**src/rtl/enable_pulse_pkg.sv**
```systemverilog
// -----------------------------------------------------------------------------
// enable_pulse_pkg
//
// Shared definitions for the enable pulse generator:
//   - deb_state_t : debounce FSM state encodings (2-bit, fixed values so the
//                   state register can be probed on a logic analyser)
//   - clog2       : register width helper for the debounce and prescale
//                   counters
// -----------------------------------------------------------------------------
package enable_pulse_pkg;

    // Debounce FSM states. Bit 1 is the accepted (debounced) level; bit 0 is
    // set while a candidate level change is being qualified.
    typedef enum logic [1:0] {
        IDLE_LOW  = 2'b00,
        WAIT_HIGH = 2'b01,
        IDLE_HIGH = 2'b10,
        WAIT_LOW  = 2'b11
    } deb_state_t;

    // Number of bits needed to hold the values 0 .. value-1.
    // Never returns less than 1 so that degenerate sizes still give a
    // legal vector.
    function automatic int unsigned clog2(input int unsigned value);
        int unsigned v;
        int unsigned bits;
        v    = (value > 0) ? value - 1 : 0;
        bits = 0;
        while (v > 0) begin
            v    = v >> 1;
            bits = bits + 1;
        end
        return (bits == 0) ? 1 : bits;
    endfunction

endpackage : enable_pulse_pkg

```
**src/rtl/sync_chain.sv**
```systemverilog
// -----------------------------------------------------------------------------
// sync_chain
//
// Multi-flop synchronizer for a single asynchronous board signal.
//
// Parameters:
//   STAGES : number of flip-flops in the chain (at least 2)
//
// Ports:
//   clk : system clock
//   rst : asynchronous, active-low reset; clears every stage
//   d   : asynchronous input
//   q   : synchronized output (last stage of the chain)
// -----------------------------------------------------------------------------
module sync_chain #(
    parameter int unsigned STAGES = 2
) (
    input  logic clk,
    input  logic rst,
    input  logic d,
    output logic q
);

    logic [STAGES-1:0] r_sync;

    always_ff @(posedge clk or negedge rst) begin
        if (!rst) begin
            r_sync <= '0;
        end else begin
            r_sync <= {r_sync[STAGES-2:0], d};
        end
    end

    assign q = r_sync[STAGES-1];

endmodule : sync_chain

```
**src/rtl/enable_pulse_gen.sv**
```systemverilog
// -----------------------------------------------------------------------------
// enable_pulse_gen
//
// Produces the single-cycle EN strobe that advances the downstream four-bit
// counter. Two strobe sources, selected by the synchronized mode switch:
//   manual (mode_s=0) : one strobe per debounced button press
//   auto   (mode_s=1) : one strobe every PRESCALE clock cycles
//
// Parameters:
//   SYNC_STAGES     : synchronizer depth for btn_raw and mode (>= 2)
//   DEBOUNCE_CYCLES : consecutive stable samples to accept a level change (>= 2)
//   PRESCALE        : auto-mode strobe period in clk cycles (>= 2)
//
// Ports:
//   clk       : system clock, rising-edge active
//   rst       : asynchronous, active-low reset
//   btn_raw   : raw push-button, active-high, bouncy, asynchronous
//   mode      : 0 = manual, 1 = auto; asynchronous slide switch
//   en_pulse  : registered one-cycle enable strobe
//   btn_level : debounced button level
//   mode_s    : synchronized mode, for the status LED
// -----------------------------------------------------------------------------
module enable_pulse_gen
    import enable_pulse_pkg::*;
#(
    parameter int unsigned SYNC_STAGES     = 2,
    parameter int unsigned DEBOUNCE_CYCLES = 500000,
    parameter int unsigned PRESCALE        = 50000000
) (
    input  logic clk,
    input  logic rst,
    input  logic btn_raw,
    input  logic mode,
    output logic en_pulse,
    output logic btn_level,
    output logic mode_s
);

    localparam int unsigned DCNT_W = clog2(DEBOUNCE_CYCLES);
    localparam int unsigned PCNT_W = clog2(PRESCALE);

    localparam logic [DCNT_W-1:0] DCNT_LAST = DCNT_W'(DEBOUNCE_CYCLES - 1);
    localparam logic [PCNT_W-1:0] PCNT_LAST = PCNT_W'(PRESCALE - 1);

    // -------------------------------------------------------------------------
    // Input synchronizers
    // -------------------------------------------------------------------------
    logic w_btn_s;
    logic w_mode_s;

    sync_chain #(
        .STAGES (SYNC_STAGES)
    ) u_sync_btn (
        .clk (clk),
        .rst (rst),
        .d   (btn_raw),
        .q   (w_btn_s)
    );

    sync_chain #(
        .STAGES (SYNC_STAGES)
    ) u_sync_mode (
        .clk (clk),
        .rst (rst),
        .d   (mode),
        .q   (w_mode_s)
    );

    // -------------------------------------------------------------------------
    // Debounce FSM
    // -------------------------------------------------------------------------
    deb_state_t        r_state;
    deb_state_t        w_state_nxt;
    logic [DCNT_W-1:0] r_dcnt;
    logic [DCNT_W-1:0] w_dcnt_nxt;
    logic              w_press;

    always_ff @(posedge clk or negedge rst) begin
        if (!rst) begin
            r_state <= IDLE_LOW;
            r_dcnt  <= '0;
        end else begin
            r_state <= w_state_nxt;
            r_dcnt  <= w_dcnt_nxt;
        end
    end

    // dcnt is cleared on every state change, so it can never wrap even
    // though it is only clog2(DEBOUNCE_CYCLES) bits wide.
    always_comb begin
        w_state_nxt = r_state;
        w_dcnt_nxt  = r_dcnt;
        w_press     = 1'b0;

        unique case (r_state)
            IDLE_LOW: begin
                if (w_btn_s) begin
                    w_state_nxt = WAIT_HIGH;
                    w_dcnt_nxt  = '0;
                end
            end

            WAIT_HIGH: begin
                if (!w_btn_s) begin
                    // Glitch: fall back without a strobe.
                    w_state_nxt = IDLE_LOW;
                    w_dcnt_nxt  = '0;
                end else if (r_dcnt == DCNT_LAST) begin
                    w_state_nxt = IDLE_HIGH;
                    w_dcnt_nxt  = '0;
                    w_press     = 1'b1;
                end else begin
                    w_dcnt_nxt  = r_dcnt + DCNT_W'(1);
                end
            end

            IDLE_HIGH: begin
                if (!w_btn_s) begin
                    w_state_nxt = WAIT_LOW;
                    w_dcnt_nxt  = '0;
                end
            end

            WAIT_LOW: begin
                // Release is qualified the same way but never strobes.
                if (w_btn_s) begin
                    w_state_nxt = IDLE_HIGH;
                    w_dcnt_nxt  = '0;
                end else if (r_dcnt == DCNT_LAST) begin
                    w_state_nxt = IDLE_LOW;
                    w_dcnt_nxt  = '0;
                end else begin
                    w_dcnt_nxt  = r_dcnt + DCNT_W'(1);
                end
            end

            default: begin
                w_state_nxt = IDLE_LOW;
                w_dcnt_nxt  = '0;
            end
        endcase
    end

    assign btn_level = (r_state == IDLE_HIGH) || (r_state == WAIT_LOW);

    // -------------------------------------------------------------------------
    // Auto-mode prescaler
    // -------------------------------------------------------------------------
    logic [PCNT_W-1:0] r_pcnt;
    logic [PCNT_W-1:0] w_pcnt_nxt;
    logic              w_tick;

    always_ff @(posedge clk or negedge rst) begin
        if (!rst) begin
            r_pcnt <= '0;
        end else begin
            r_pcnt <= w_pcnt_nxt;
        end
    end

    // Held at zero in manual mode so the first auto strobe always lands
    // exactly PRESCALE edges after mode_s rises.
    always_comb begin
        w_tick     = 1'b0;
        w_pcnt_nxt = '0;
        if (w_mode_s) begin
            if (r_pcnt == PCNT_LAST) begin
                w_tick     = 1'b1;
                w_pcnt_nxt = '0;
            end else begin
                w_pcnt_nxt = r_pcnt + PCNT_W'(1);
            end
        end
    end

    // -------------------------------------------------------------------------
    // Output strobe register
    // -------------------------------------------------------------------------
    logic r_en;
    logic w_en_nxt;

    // The source is picked by mode_s on the edge the event fires. A tick on
    // the last auto edge followed by a press on the first manual edge would
    // otherwise give two adjacent strobes, so an event directly after a strobe
    // is dropped (never deferred).
    always_comb begin
        w_en_nxt = 1'b0;
        if (!r_en) begin
            w_en_nxt = w_mode_s ? w_tick : w_press;
        end
    end

    always_ff @(posedge clk or negedge rst) begin
        if (!rst) begin
            r_en <= 1'b0;
        end else begin
            r_en <= w_en_nxt;
        end
    end

    assign en_pulse = r_en;
    assign mode_s   = w_mode_s;

endmodule : enable_pulse_gen

```
**config.mk**
```make
export PLATFORM = sky130hd
export DESIGN_NAME = enable_pulse_gen
export DESIGN_NICKNAME = d
export VERILOG_FILES = /design/src/rtl/enable_pulse_pkg.sv /design/src/rtl/sync_chain.sv /design/src/rtl/enable_pulse_gen.sv
export SDC_FILE = /design/constraint.sdc
export NUM_CORES = 1
export LEC_CHECK = 0
export ABC_AREA = 1
export CAP_MARGIN = 20
export CORE_ASPECT_RATIO = 2
export CORE_MARGIN = 2
export CORE_UTILIZATION = 55
export CTS_CLUSTER_DIAMETER = 50
export DETAILED_ROUTE_END_ITERATION = 8
export PLACE_DENSITY = 0.72
export SLEW_MARGIN = 20
export SYNTH_ARGS = -nofsm -noshare
export SYNTH_HDL_FRONTEND = slang
export SYNTH_SLANG_ARGS = --single-unit
```
**constraint.sdc**
```tcl
create_clock -name clk -period 4.5 [get_ports clk]
set_clock_uncertainty 0.1 [all_clocks]
set_input_delay 0.9 -clock clk [delete_from_list [all_inputs] [get_ports clk]]
set_output_delay 0.9 -clock clk [all_outputs]
set_load 0.01 [all_outputs]
```
==> flow_summary.rst, run 1 <==
.. list-table::
   :header-rows: 1

   * - Metric
     - Value
   * - Detailed Routing Iterations Pass 1
     - 4
   * - ANT nets after route
     - 0
   * - Count of synthesis-stage warnings from yosys
     - 0
   * - Antenna violations before repair
     - 0
   * - Average detailed-routed wire length per instance
     - 12.9 microns
   * - Largest net degree at the start of global routing
     - 41
   * - Kind of cell with the highest combined delay on the critical path
     - buffers and inverters
   * - Std-Cell Core Area
     - 5610 sq um
   * - Net Sw Frac
     - 30.1%
   * - CTS tree
     - yes
   * - Inserted Clock Buffers
     - 5
   * - Via density per instance
     - 5.33
   * - Setup crit end kind
     - output pin
   * - Max-cap check violation count
     - 0
   * - Portion of the clock cycle consumed by the worst path in the final layout
     - between 50% and 60%
   * - WP data arrival
     - about 1.3 ns
   * - Number of resized instances in the post-cts repair step
     - 0
   * - Last weighted congestion value of the routability-driven placer
     - 0.906
   * - Async set-or-reset flop fraction in the synthesized netlist
     - 100%
   * - Setup-failing EPs final
     - 0
   * - Grt ovf
     - 0
   * - Initial cell density of the core
     - 56.0%
   * - Wire length reported by the detailed router
     - 6.70 mm
   * - Wire length of the first global-routing pass
     - between 10 and 15 mm
   * - Fill cells
     - 521
   * - Chip height
     - 111 microns
   * - Sequential share of power
     - 48.2%
   * - Cell-by-cell listing of the critical path
     - clkdlybuf4s50_1
   * - Detailed Place HPWL
     - 5.09 mm
   * - Unrepaired setup endpoints after global routing
     - false
   * - Part of the power in the clock network
     - 33.5%
   * - Final-report max-slew violation count
     - 0
   * - Startpoint Class
     - register
   * - Post-Synthesis Cell Area
     - roughly 3100 sq um
   * - CTS Sinks
     - between 50 and 60
   * - Class of the most critical hold timing path
     - register to register
   * - Fin crit period
     - 2.34 ns
   * - Slew @ Worst Pin
     - 0.489 ns
   * - Vias in the first global route
     - 2636
   * - Register clock-pin slew on the reported worst setup and hold paths
     - roughly 0.060 ns
   * - CP Class
     - register to output pin
   * - Unique masters post-synth
     - 31
   * - Post-synth EDFFs
     - 0
   * - Count of mapped cells out of synthesis
     - 449
   * - P_leak
     - 1.47 nW
   * - Net Count, Synth
     - 455
   * - Diodes inserted
     - 0
   * - Largest voltage drop on the vdd net
     - around 0.00034 V
   * - GRT Util Overall
     - 22.7%
   * - Cell row count
     - 39
   * - # nets final
     - between 400 and 500
   * - Seq/Total Area, Yosys
     - between 40 and 50%
   * - Number of synthesized register bits
     - 52
   * - Crit-path max cell delay
     - between 0.5 and 0.6 ns
   * - DR iter-0 viols
     - 136
   * - Drc violations
     - 0
   * - Setup total negative slack
     - 0 ns
   * - Final hold violation count
     - 0
   * - Clock root buffer master
     - clkbuf_16
   * - H-tree levels
     - 2
   * - Largest fanout on the critical path
     - 6
   * - Combinational group share of total power
     - a little under a fifth
   * - Post-CTS setup buffer count
     - 0
   * - Switching pwr
     - around 0.32 mW
   * - Clock tree buffer depth
     - 2
   * - Run status
     - completed
   * - Internal
     - 0.753 mW
   * - Quantity of hold-fixing buffers added after cts
     - 0
   * - Area growth syn-to-layout
     - 7.60%
   * - Power density over cell area
     - 318 nW/um^2
   * - Relative slew margins
     - 67.4%
   * - Fmax
     - 428 MHz
   * - Layout cells sized above 1
     - under 10%
   * - Count of port buffers added during placement
     - 6
   * - Standard cell with the maximum stage delay on the critical path
     - clkdlybuf4s50_1
   * - Buffers & Inverters on Critical Path
     - 1
   * - Synthesized area per cell
     - ~7 sq um
   * - Req. time, crit path
     - 3.50 ns
   * - Clock latency on the worst-skew pair
     - 0.29 ns
   * - Final total power
     - 1.08 mW
   * - Routed via count
     - 2766
   * - Ports
     - 7
   * - Main flop type after synthesis
     - dfrtp_1
   * - Die Area
     - between 6000 and 7000 sq um
   * - Die width
     - 57.5 microns
==> path summary, 6_finish.rpt <==
check                           cells after the start                  start                     to  slack, ns
min in group asynchronous                           1                    rst             r_dcnt[13]       0.39
worst min register to register                      0  u_sync_mode.r_sync[0]  u_sync_mode.r_sync[1]       0.25
worst max register to register                      8              r_dcnt[0]              r_dcnt[6]       2.62
worst min-delay path                                0  u_sync_mode.r_sync[0]  u_sync_mode.r_sync[1]       0.25
worst max-delay path                                1               register              btn_level       2.16
max in group asynchronous                           2                    rst             r_pcnt[10]       3.11
==> cells in the final DEF (no fill, tap or decap), drive strengths merged, types with 2 or more instances in the layout <==
| cell type | instances |
|---|---|
| inv | 56 |
| dfrtp | 52 |
| ha | 2 |
| o22ai | 3 |
| nor2 | 95 |
| nand2 | 135 |
| buf | 2 |
| clkdlybuf4s50 | 5 |
| nor3b | 2 |
| o21ai | 8 |
| clkbuf | 6 |
| nor3 | 15 |
| o21bai | 3 |
| xor2 | 7 |
| xnor2 | 4 |
| nand3 | 34 |
| nand4 | 14 |
| a21oi | 9 |
==> Yosys cell counts, types with 3 or more instances <==
cell type | number | area [sq um]
a21oi_1 | 9 | 45.0
dfrtp_1 | 52 | 1300
inv_1 | 51 | 191
inv_2 | 5 | 18.8
nand2_1 | 123 | 462
nand2_2 | 12 | 75.1
nand3_1 | 33 | 165
nand4_1 | 14 | 87.6
nor2_1 | 83 | 312
nor2_2 | 6 | 37.5
nor2_4 | 6 | 67.6
nor3_1 | 15 | 75.1
o21ai_0 | 7 | 35.0
o21bai_1 | 3 | 22.5
o22ai_1 | 3 | 18.8
xnor2_1 | 3 | 26.3
xor2_1 | 7 | 61.3
==> per-layer routing <==
layer / wire [microns] / GRT usage (%)
met1: 3080 / 31.5
met2: 3120 / 33.4
met3: 292 / 4.08
met4: 203 / 11.9
met5: 0 / 0
==> logic make-up (layout without fill, tap and decap cells) <==
| kind of cell | after synthesis | count (layout) | synth area share, % |
|---|---|---|---|
| fa+ha+maj | 2 | 2 | 0.796 |
| xor+xnor | 11 | 11 | 3.30 |
| simple gates | 298 | 298 | 42.2 |
| buf+inv | 61 | 70 | 7.76 |
| compound gates | 25 | 25 | 4.58 |
| flops | 52 | 52 | 41.4 |
==> power groups by stage <==
stage                     Clock [mW]  Sequential [mW]  Combinational [mW]
after detailed placement           0            0.529               0.198
final                          0.361            0.520               0.197
after floorplan                    0            0.523               0.156
after CTS                      0.372            0.520               0.200
after global placement             0            0.526               0.193
after global routing           0.389            0.524               0.223
==> per-stage QoR <==
stage | worst slack (ns) | hold slack, ns | instance area, sq um | cells | utilization, %
after global placement | 2.50 | 0.235 | 3250 | 512 | 57.9
after floorplan | 2.81 | 0.231 | 3140 | 449 | -
final | 2.16 | 0.253 | 3380 | 519 | 60.3
after CTS | 2.15 | 0.257 | 3380 | 519 | 60.3
after detailed placement | 2.48 | 0.239 | 3250 | 512 | 57.9
after global routing | 2.12 | 0.259 | 3380 | 519 | 60.3
==> sequential cells by signal (all words and copies together) (netlist names), named ones only <==
name / cells
en_pulse: 1
r_dcnt: 19
r_pcnt: 26
r_state: 1
u_sync_btn.r_sync: 2
u_sync_mode.r_sync: 2
==> final cells by class <==
cell class | count | area, sq um | area share, %
multi-input cells | 336 | 1600 | 47.3
flip-flops and latches | 52 | 1300 | 38.5
inverters | 56 | 210 | 6.21
clock buffers | 6 | 129 | 3.81
well taps | 61 | 76.3 | 2.26
repair buffers | 7 | 62.6 | 1.85
clock inverters | 1 | 5.00 | 0.148
(Power assumes the default switching activity.)
==> run 2: changes to the inputs <==
Settings changed: PLACE_DENSITY 0.72 to 0.75.
Clock period 4.5 ns to 2 ns, I/O delays scaled along.
==> run 2 against run 1 <==
- non-clock buffer count is 3 higher
- cell count is 0.77% higher
- register-to-register slack worse by 2.4 ns
- routed wire length is 0.46% higher
- sequential power is 130% higher
- sequential share of layout area is 0.85 points lower
- critical endpoint unchanged
==> flow_summary.rst, run 2 (same netlist as run 1, synthesis figures left out) <==
.. list-table::
   :header-rows: 1

   * - Metric
     - Value
   * - Run status
     - completed
   * - Regs by FF count
     - r_pcnt (26), r_dcnt (19)
   * - Crit. path cell count
     - 1
   * - Cell-by-cell listing of the critical path
     - clkdlybuf4s50_1
   * - Ports
     - 7
   * - Wire length of the first global-routing pass
     - 11.5 mm
   * - Largest fanout on the critical path
     - 6
   * - Chip height
     - 111 microns
   * - Startpoint Class
     - register
   * - Grt ovf
     - 0
   * - Average detailed-routed wire length per instance
     - roughly 13 microns
   * - Cell row count
     - 39
   * - Final-report max-slew violation count
     - 0
   * - Final worst-path setup slack
     - 0.170 ns
   * - Final Instance Count excl. Fillers
     - 523
   * - # nets final
     - 467
   * - Detailed Routing Iterations Pass 1
     - 4
   * - Routed via count
     - 2783
   * - Register clock-pin slew on the reported worst setup and hold paths
     - 0.07 ns
   * - Most common cell after layout, fill and taps aside
     - nand2_1
   * - Crit-path max cell delay
     - 0.58 ns
   * - Kind of cell with the highest combined delay on the critical path
     - buffers and inverters
   * - Clock tree buffer depth
     - 2
   * - Commonest cells after routing, fill and taps aside
     - nand2_1, nor2_1, dfrtp_1, inv_1, nand3_1
   * - Crit path capture
     - btn_level
   * - Wire length reported by the detailed router
     - 6.73 mm
   * - Largest voltage drop on the vdd net
     - 0.000917 V
   * - Endpoint of the worst-slack reg-to-reg timing path
     - r_dcnt[8]
   * - Max-cap check violation count
     - 0
   * - Relative slew margins
     - 73.9%
   * - Fill cells
     - 518
   * - CTS Sinks
     - 52
   * - Setup crit end kind
     - output pin
   * - R2R Setup Slk
     - 0.20 ns
   * - Placed Cells incl. Taps
     - slightly above 500
   * - Vias in the first global route
     - around 2.6k
   * - Last weighted congestion value of the routability-driven placer
     - 0.893
   * - Reg-to-reg startpoint
     - r_dcnt[0]
   * - Antenna violations before repair
     - 0
   * - P_leak
     - 1.50 nW
   * - Setup total negative slack
     - 0 ns
   * - DR iter-0 viols
     - 178
   * - Initial cell density of the core
     - 56.0%
   * - Fmax
     - 546 MHz
   * - Post-CTS setup buffer count
     - 0
   * - Die width
     - 57.5 microns
   * - Power density over cell area
     - 755 nW/um^2
   * - Slew @ Worst Pin
     - 0.390 ns
   * - Biggest register
     - r_pcnt
   * - Area growth syn-to-layout
     - 10.0%
   * - Unrepaired setup endpoints after global routing
     - false
   * - GRT Util Overall
     - a little under a quarter
   * - Buffers & Inverters on Critical Path
     - 1
   * - Clock latency on the worst-skew pair
     - 0.29 ns
   * - Clock root buffer master
     - clkbuf_16
   * - Via density per instance
     - 5.32
   * - CTS tree
     - yes
   * - Max reg flops
     - 26
   * - CP Class
     - register to output pin
   * - Path depth of the worst reg2reg path
     - 8
   * - Post-place setup slack
     - roughly 0.19 ns
   * - Fin crit period
     - ~1.8 ns
   * - Portion of the clock cycle consumed by the worst path in the final layout
     - 91.5%
   * - Detailed Place HPWL
     - about 5 mm
   * - Die Area
     - around 6400 sq um
   * - Largest net degree at the start of global routing
     - 53
   * - ANT nets after route
     - 0
   * - Inserted Clock Buffers
     - 5
   * - Req. time, crit path
     - 1.50 ns
   * - Count of port buffers added during placement
     - 6
   * - Class of the most critical hold timing path
     - register to register
   * - Diodes inserted
     - 0
   * - Standard cell with the maximum stage delay on the critical path
     - clkdlybuf4s50_1
   * - WP data arrival
     - about 1.3 ns
   * - Setup-failing EPs final
     - 0
   * - Launch instance of the worst min-delay path
     - u_sync_btn.r_sync[0]
   * - Layout cells sized above 1
     - approximately a tenth
   * - Std-Cell Core Area
     - approximately 5600 sq um
   * - Drc violations
     - 0
   * - Final hold violation count
     - 0
   * - H-tree levels
     - 2
## run 2: cell types whose count changed in the layout (fill, tap and decap cells not counted), sizes merged
cell,previous run,this run
buf,2,4
bufinv,0,1
clkbuf,6,5
clkinvlp,0,1
dlygate4sd3,0,1
## run 2: power by group
part           switching [mW]  internal (mW)
Combinational           0.314          0.159
Clock                   0.377          0.588
Sequential             0.0707           1.10
## run 2: how the worst min path moves through the flow
stage,slack [ns],end,cells after the start
final,0.25,u_sync_btn.r_sync[1],0
after global routing,0.26,u_sync_btn.r_sync[1],0
after CTS,0.25,u_sync_btn.r_sync[1],0
after detailed placement,0.24,u_sync_btn.r_sync[1],0
after global placement,0.23,u_sync_btn.r_sync[1],0
after floorplan,0.004,async pin,0
## run 2: stage by stage
| stage | hold slack, ns | util, % | power (mW) | cell area (sq um) |
|---|---|---|---|---|
| global route | 0.260 | 61.6 | 2.73 | 3460 |
| floorplan | 0.00441 | - | 1.53 | 3140 |
| CTS | 0.251 | 61.6 | 2.63 | 3450 |
| global placement | 0.233 | 58.4 | 1.65 | 3280 |
| detailed placement | 0.241 | 58.4 | 1.66 | 3280 |
| finish | 0.248 | 61.6 | 2.61 | 3460 |
## run 2: timing repair
| item | in CTS | in global routing |
|---|---|---|
| endpoints found under the setup margin | 0 | 6 |
| hold buffers | 1 | 0 |
| hold endpoints to repair | 13 | 0 |
| gates resized for setup | 0 | 1 |
## run 2: routing by layer
layer / global-route usage (%) / share of wire (%)
met5: 0 / 0
met4: 9.92 / 2.4
met2: 33.6 / 46
met1: 32.4 / 49
met3: 3.38 / 3.0
## run 2: area by class of cell
| cell class | count | area [sq um] | area share [%] |
|---|---|---|---|
| flip-flops and latches | 52 | 1300 | 37.6 |
| inverters | 56 | 210 | 6.08 |
| well taps | 61 | 76.3 | 2.21 |
| clock buffers | 5 | 125 | 3.62 |
| repair buffers | 10 | 100 | 2.89 |
| clock inverters | 3 | 42.5 | 1.23 |
| multi-input cells | 336 | 1600 | 46.4 |
